**src/rtl/mac_unit.sv**
```systemverilog
// -----------------------------------------------------------------------------
// mac_unit
//
// Single multiply-accumulate lane. On every rising edge with enable high, the
// full-precision product a_in*b_in is added into a registered accumulator.
// The clear input restarts the dot product. When clear and enable are both
// high, the current product becomes the first term of the new sum. Arithmetic
// is signed or unsigned (SIGNED). An out-of-range result either wraps or clamps
// (SATURATE). A sticky flag records any out-of-range result since the last
// clear.
//
// Parameters:
//   DATA_WIDTH  operand width
//   ACC_WIDTH   accumulator width, must be >= DATA_WIDTH
//   SIGNED      1 = two's-complement, 0 = unsigned
//   SATURATE    1 = clamp to range on overflow, 0 = wrap modulo 2^ACC_WIDTH
//
// Ports:
//   clk        in   rising-edge clock
//   reset      in   asynchronous active-low reset
//   clear      in   restart accumulation
//   enable     in   accumulate this cycle
//   a_in       in   multiplicand [DATA_WIDTH]
//   b_in       in   multiplier   [DATA_WIDTH]
//   accum_out  out  registered accumulator value [ACC_WIDTH]
//   overflow   out  sticky out-of-range flag
// -----------------------------------------------------------------------------
module mac_unit #(
    parameter int DATA_WIDTH = 32,
    parameter int ACC_WIDTH  = 32,
    parameter int SIGNED     = 0,
    parameter int SATURATE   = 0
) (
    input  logic                  clk,
    input  logic                  reset,
    input  logic                  clear,
    input  logic                  enable,
    input  logic [DATA_WIDTH-1:0] a_in,
    input  logic [DATA_WIDTH-1:0] b_in,
    output logic [ACC_WIDTH-1:0]  accum_out,
    output logic                  overflow
);

    localparam int  PROD_W  = 2 * DATA_WIDTH;
    // The sum is two bits wider than its widest operand. The extra bits hold
    // the carry and a sign bit, so the exact result never wraps internally.
    localparam int  SUM_W   = ((ACC_WIDTH > PROD_W) ? ACC_WIDTH : PROD_W) + 2;
    localparam bit  IS_SIGN = (SIGNED != 0);
    localparam bit  IS_SAT  = (SATURATE != 0);

    localparam logic [ACC_WIDTH-1:0] ACC_MAX = IS_SIGN ?
        {1'b0, {(ACC_WIDTH-1){1'b1}}} : {ACC_WIDTH{1'b1}};
    localparam logic [ACC_WIDTH-1:0] ACC_MIN = IS_SIGN ?
        {1'b1, {(ACC_WIDTH-1){1'b0}}} : {ACC_WIDTH{1'b0}};

    logic [PROD_W-1:0]    a_ext;
    logic [PROD_W-1:0]    b_ext;
    logic [PROD_W-1:0]    product;
    logic [SUM_W-1:0]     prod_ext;
    logic [SUM_W-1:0]     base_ext;
    logic [SUM_W-1:0]     exact_sum;
    logic [SUM_W-1:ACC_WIDTH-1] sign_region;
    logic                 above_range;
    logic                 below_range;
    logic                 out_of_range;
    logic [ACC_WIDTH-1:0] result;
    logic [ACC_WIDTH-1:0] accum_next;
    logic                 overflow_next;

    // Operands are extended to the product width before multiplying. The low
    // PROD_W bits of the product are then exact for both signed and unsigned
    // operands, and a single unsigned multiplier serves both modes.
    assign a_ext   = {{DATA_WIDTH{IS_SIGN & a_in[DATA_WIDTH-1]}}, a_in};
    assign b_ext   = {{DATA_WIDTH{IS_SIGN & b_in[DATA_WIDTH-1]}}, b_in};
    assign product = a_ext * b_ext;

    assign prod_ext = {{(SUM_W-PROD_W){IS_SIGN & product[PROD_W-1]}}, product};

    // A clear with enable starts a new sum from zero, not from the stored
    // value. A wrapped accumulator feeds the sum as stored, not as the exact
    // value that overflowed.
    assign base_ext = clear ? '0 :
        {{(SUM_W-ACC_WIDTH){IS_SIGN & accum_out[ACC_WIDTH-1]}}, accum_out};

    assign exact_sum = base_ext + prod_ext;

    // Signed: the result fits if every bit from ACC_WIDTH-1 upward equals the
    // sign. Unsigned: the result is never negative, so it fits if every bit
    // from ACC_WIDTH upward is zero.
    assign sign_region = exact_sum[SUM_W-1:ACC_WIDTH-1];

    always_comb begin
        // NOTE: every signal written in this block gets a value first, on all
        // paths, so no latch is inferred.
        above_range = 1'b0;
        below_range = 1'b0;
        if (IS_SIGN) begin
            above_range = ~exact_sum[SUM_W-1] & (|sign_region);
            below_range =  exact_sum[SUM_W-1] & ~(&sign_region);
        end else begin
            above_range = |exact_sum[SUM_W-1:ACC_WIDTH];
        end
    end

    assign out_of_range = above_range | below_range;

    always_comb begin
        result = exact_sum[ACC_WIDTH-1:0];
        if (IS_SAT && above_range) begin
            result = ACC_MAX;
        end else if (IS_SAT && below_range) begin
            result = ACC_MIN;
        end
    end

    always_comb begin
        accum_next    = accum_out;
        overflow_next = overflow;
        if (clear && enable) begin
            accum_next    = result;
            overflow_next = out_of_range;
        end else if (clear) begin
            accum_next    = '0;
            overflow_next = 1'b0;
        end else if (enable) begin
            accum_next    = result;
            overflow_next = overflow | out_of_range;
        end
    end

    // NOTE: state registers use non-blocking assignments. Every flop then
    // samples the values from before the edge, regardless of process order.
    always_ff @(posedge clk or negedge reset) begin
        if (!reset) begin
            accum_out <= '0;
            overflow  <= 1'b0;
        end else begin
            accum_out <= accum_next;
            overflow  <= overflow_next;
        end
    end

endmodule

```
**config.mk**
```make
export PLATFORM = sky130hd
export DESIGN_NAME = mac_unit
export DESIGN_NICKNAME = d
export VERILOG_FILES = /design/src/rtl/mac_unit.sv
export SDC_FILE = /design/constraint.sdc
export NUM_CORES = 2
export LEC_CHECK = 0
export BUFFER_PORTS_ARGS = -buffer_cell sky130_fd_sc_hd__buf_2
export CORE_ASPECT_RATIO = 0.75
export CORE_MARGIN = 2
export CORE_UTILIZATION = 50
export DETAILED_ROUTE_END_ITERATION = 16
export GPL_TIMING_DRIVEN = 0
export PLACE_DENSITY = 0.66
export SLEW_MARGIN = 15
export SYNTH_ARGS = -nofsm -noshare
export SYNTH_HDL_FRONTEND = slang
export SYNTH_SLANG_ARGS = --single-unit
```
**constraint.sdc**
```tcl
create_clock -name clk -period 13 [get_ports clk]
set_input_delay 0.65 -clock clk [delete_from_list [all_inputs] [get_ports clk]]
set_output_delay 0.65 -clock clk [all_outputs]
set_load 0.005 [all_outputs]
```
==> results.md <==
- Status: complete, no violations
- Slowest cell on crit path: fa_1
- Cell area after synthesis: 0.0361 sq mm
- Worst Setup Start Kind: input port
- Ys async rst share: 100%
- Synthesized area per cell: 9.17 sq um
- DRC: 0
- Largest net degree at the start of global routing: 34
- CP endpoint kind: register
- Post-route clock skew: 5.51 ps
- Area after DPL: 0.0378 sq mm
- Port bufs: 99
- Crit path required time: 13070 ps
- Hold-fix buffers at CTS: 0
- CTS tree: done
- Worst Max-Slew Pin Slew: 1210 ps
- CP Launch Point: a_in[19]
- Max incr delay on CP: 700 ps
- Final Hold Viols: 0
- Overall die area: 0.0744 sq mm
- Avg WL per Cell: 24.9 um
- Standard-cell rows: 85
- Crit path kind: in2reg
- Die Height: 237 um
- Unrepaired setup endpoints after global routing: no
- Tightest Hold Check Type: in2async
- Worst EP arrival: 10180 ps
- GRT Residual Overflow: 0
- Post-CTS Setup Bufs: 0
- Met3 Use GR: 13.5%
- Nets: 5309
- Root Buffer Master: clkbuf_16
- CTS Buffer Depth: 2
- Gpl congestion: 1.02
- Via count: 28000
- Vias in the first global route: 28800
- Final Cell Area: 0.0379 sq mm
- Crit path time final: 10110 ps
- First-pass GRT wire length: 189 mm
- Slew Viols, Final: 0
- GRT Max-Usage Layer: met1
- Dpl ws: 2890 ps
- Setup-failing EPs final: 0
- Crit Path Max Fanout: 10
- Share of layout cells above drive strength 1: 4.15%
- Max_cap viols: 0
- R2r startpoint: accum_out[19]$_DFFE_PN0P_
- Area of the core: 0.0716 sq mm
- Detailed Place HPWL: 110 mm
- Clock Sinks: 33
- Min setup slack post-route: 2890 ps
- CTS buffer count: 5
- Initial Util: 50.4%
- Initial antenna violation count: 10
- Ports: 101
- Final hold slack: 459 ps
- Worst slew margin: 19.3%
- Commonest non-fill, non-tap cell in the layout: fa_1
- Cts repair resizes: 0
- Global-route met2 utilization: 46.8%
- Clk Latency, worst-skew pair: 290 ps
- Total GRT Usage: 34.7%
- Synthesis-to-finish area growth: 5.13%
- Total negative slack: 0 ps
- Sequential area share after synthesis: 2.29%
- Final worst-path cycle share: 77.8%
- Ys flop type: dfrtp_1
- Post-synth EDFFs: 0
- DRT Pass-1 Iters: 6
- Seq cells post-synth: 33
- Die Span X: 314 um
- Synth Instances: 3937
- Unique masters post-synth: 71
- Critical path's most frequent cell: fa_1
- Yosys Warn Count: 0
- Most frequent cells in the layout: fa_1 (929), inv_1 (826), and2_1 (647), nand2_1 (479), ha_1 (269)
- Final WL: 125 mm
- Number of H-tree levels: 2
- Max Clock Freq: 98.9 MHz
- Post-DR vias/cell: 5.59
- Final ANT Viol Nets: 0
- Reg clk slew, reported paths: 60 ps
- DRT iter0 DRCs: 3321
- Grt met1 use: 52.3%
- Net count after synthesis: 5203
## stage by stage
step	utilization, %	std cells
global route	53.0	5001
finish	53.0	5007
detailed placement	52.8	4993
floorplan	-	3937
CTS	53.0	5001
global placement	52.8	4993
## Yosys cell counts (20+ instances only)
cell type / instances / area share, %
nand4_1: 27 / 0.47
fa_1: 929 / 52
xnor2_1: 29 / 0.70
o21ai_0: 54 / 0.75
ha_1: 269 / 9.3
nor2_1: 49 / 0.51
a21oi_1: 75 / 1.0
nand2_1: 479 / 5.0
buf_2: 22 / 0.31
nor2b_1: 20 / 0.35
and2_1: 647 / 11
a21o_1: 24 / 0.50
dfrtp_1: 33 / 2.3
nand2b_1: 22 / 0.38
inv_1: 826 / 8.6
clkbuf_1: 207 / 2.2
## kinds of logic (layout without fill, tap and decap cells)
family,Yosys count,count (layout),synth area share [%]
DFF,33,33,2.29
adders and majority gates,1198,1198,60.9
muxes,20,20,0.617
xor gates and xnor gates,44,44,1.07
AOI/OAI and AO/OA,272,272,4.97
buffers and inverters,1060,1167,11.1
and+or+nand+nor,1310,1310,19.0
other,0,6,0
## critical path: cells and delay by family
family / cells / cell delay, ps
adders and majority gates: 9 / 4860
and+or+nand+nor: 4 / 1080
buffers and inverters: 6 / 1190
AOI/OAI and AO/OA: 7 / 2380
## sequential cells by signal (all words and copies together) (netlist names)
signal / count
accum_out: 32
overflow: 1
## final cells by class
cell class	count	area [sq um]
timing repair buffer	99	495
antenna	6	15.0
sequential	33	826
tap	957	1200
buffer	234	923
clock buffer	5	125
inverter	826	3100
multi-input combinational	2844	31200
clock inverter	3	17.5
fill	6670	33600
## path summary, 6_finish.rpt
| kind | endpoint | slack, ps | cells past startpoint |
|---|---|---|---|
| worst max-delay path | overflow$_DFFE_PN0P_ | 2890 | 26 |
| worst min-delay path | accum_out[9]$_DFFE_PN0P_ | 460 | 1 |
| worst max register to register | overflow$_DFFE_PN0P_ | 3510 | 24 |
| worst min register to register | accum_out[1]$_DFFE_PN0P_ | 690 | 2 |
| max in group asynchronous | accum_out[25]$_DFFE_PN0P_ | 12020 | 1 |
| min in group clk | accum_out[1]$_DFFE_PN0P_ | 690 | 2 |
## per-layer routing
metal / wire length, um / part of all wire (%)
met2: 49300 / 40
met4: 3370 / 2.7
met3: 18400 / 15
met5: 9 / 0.0072
met1: 53800 / 43
Power is left out: the tool's default activity adds up to more than one toggle a clock period on the data nets, which glitch-free logic cannot reach.
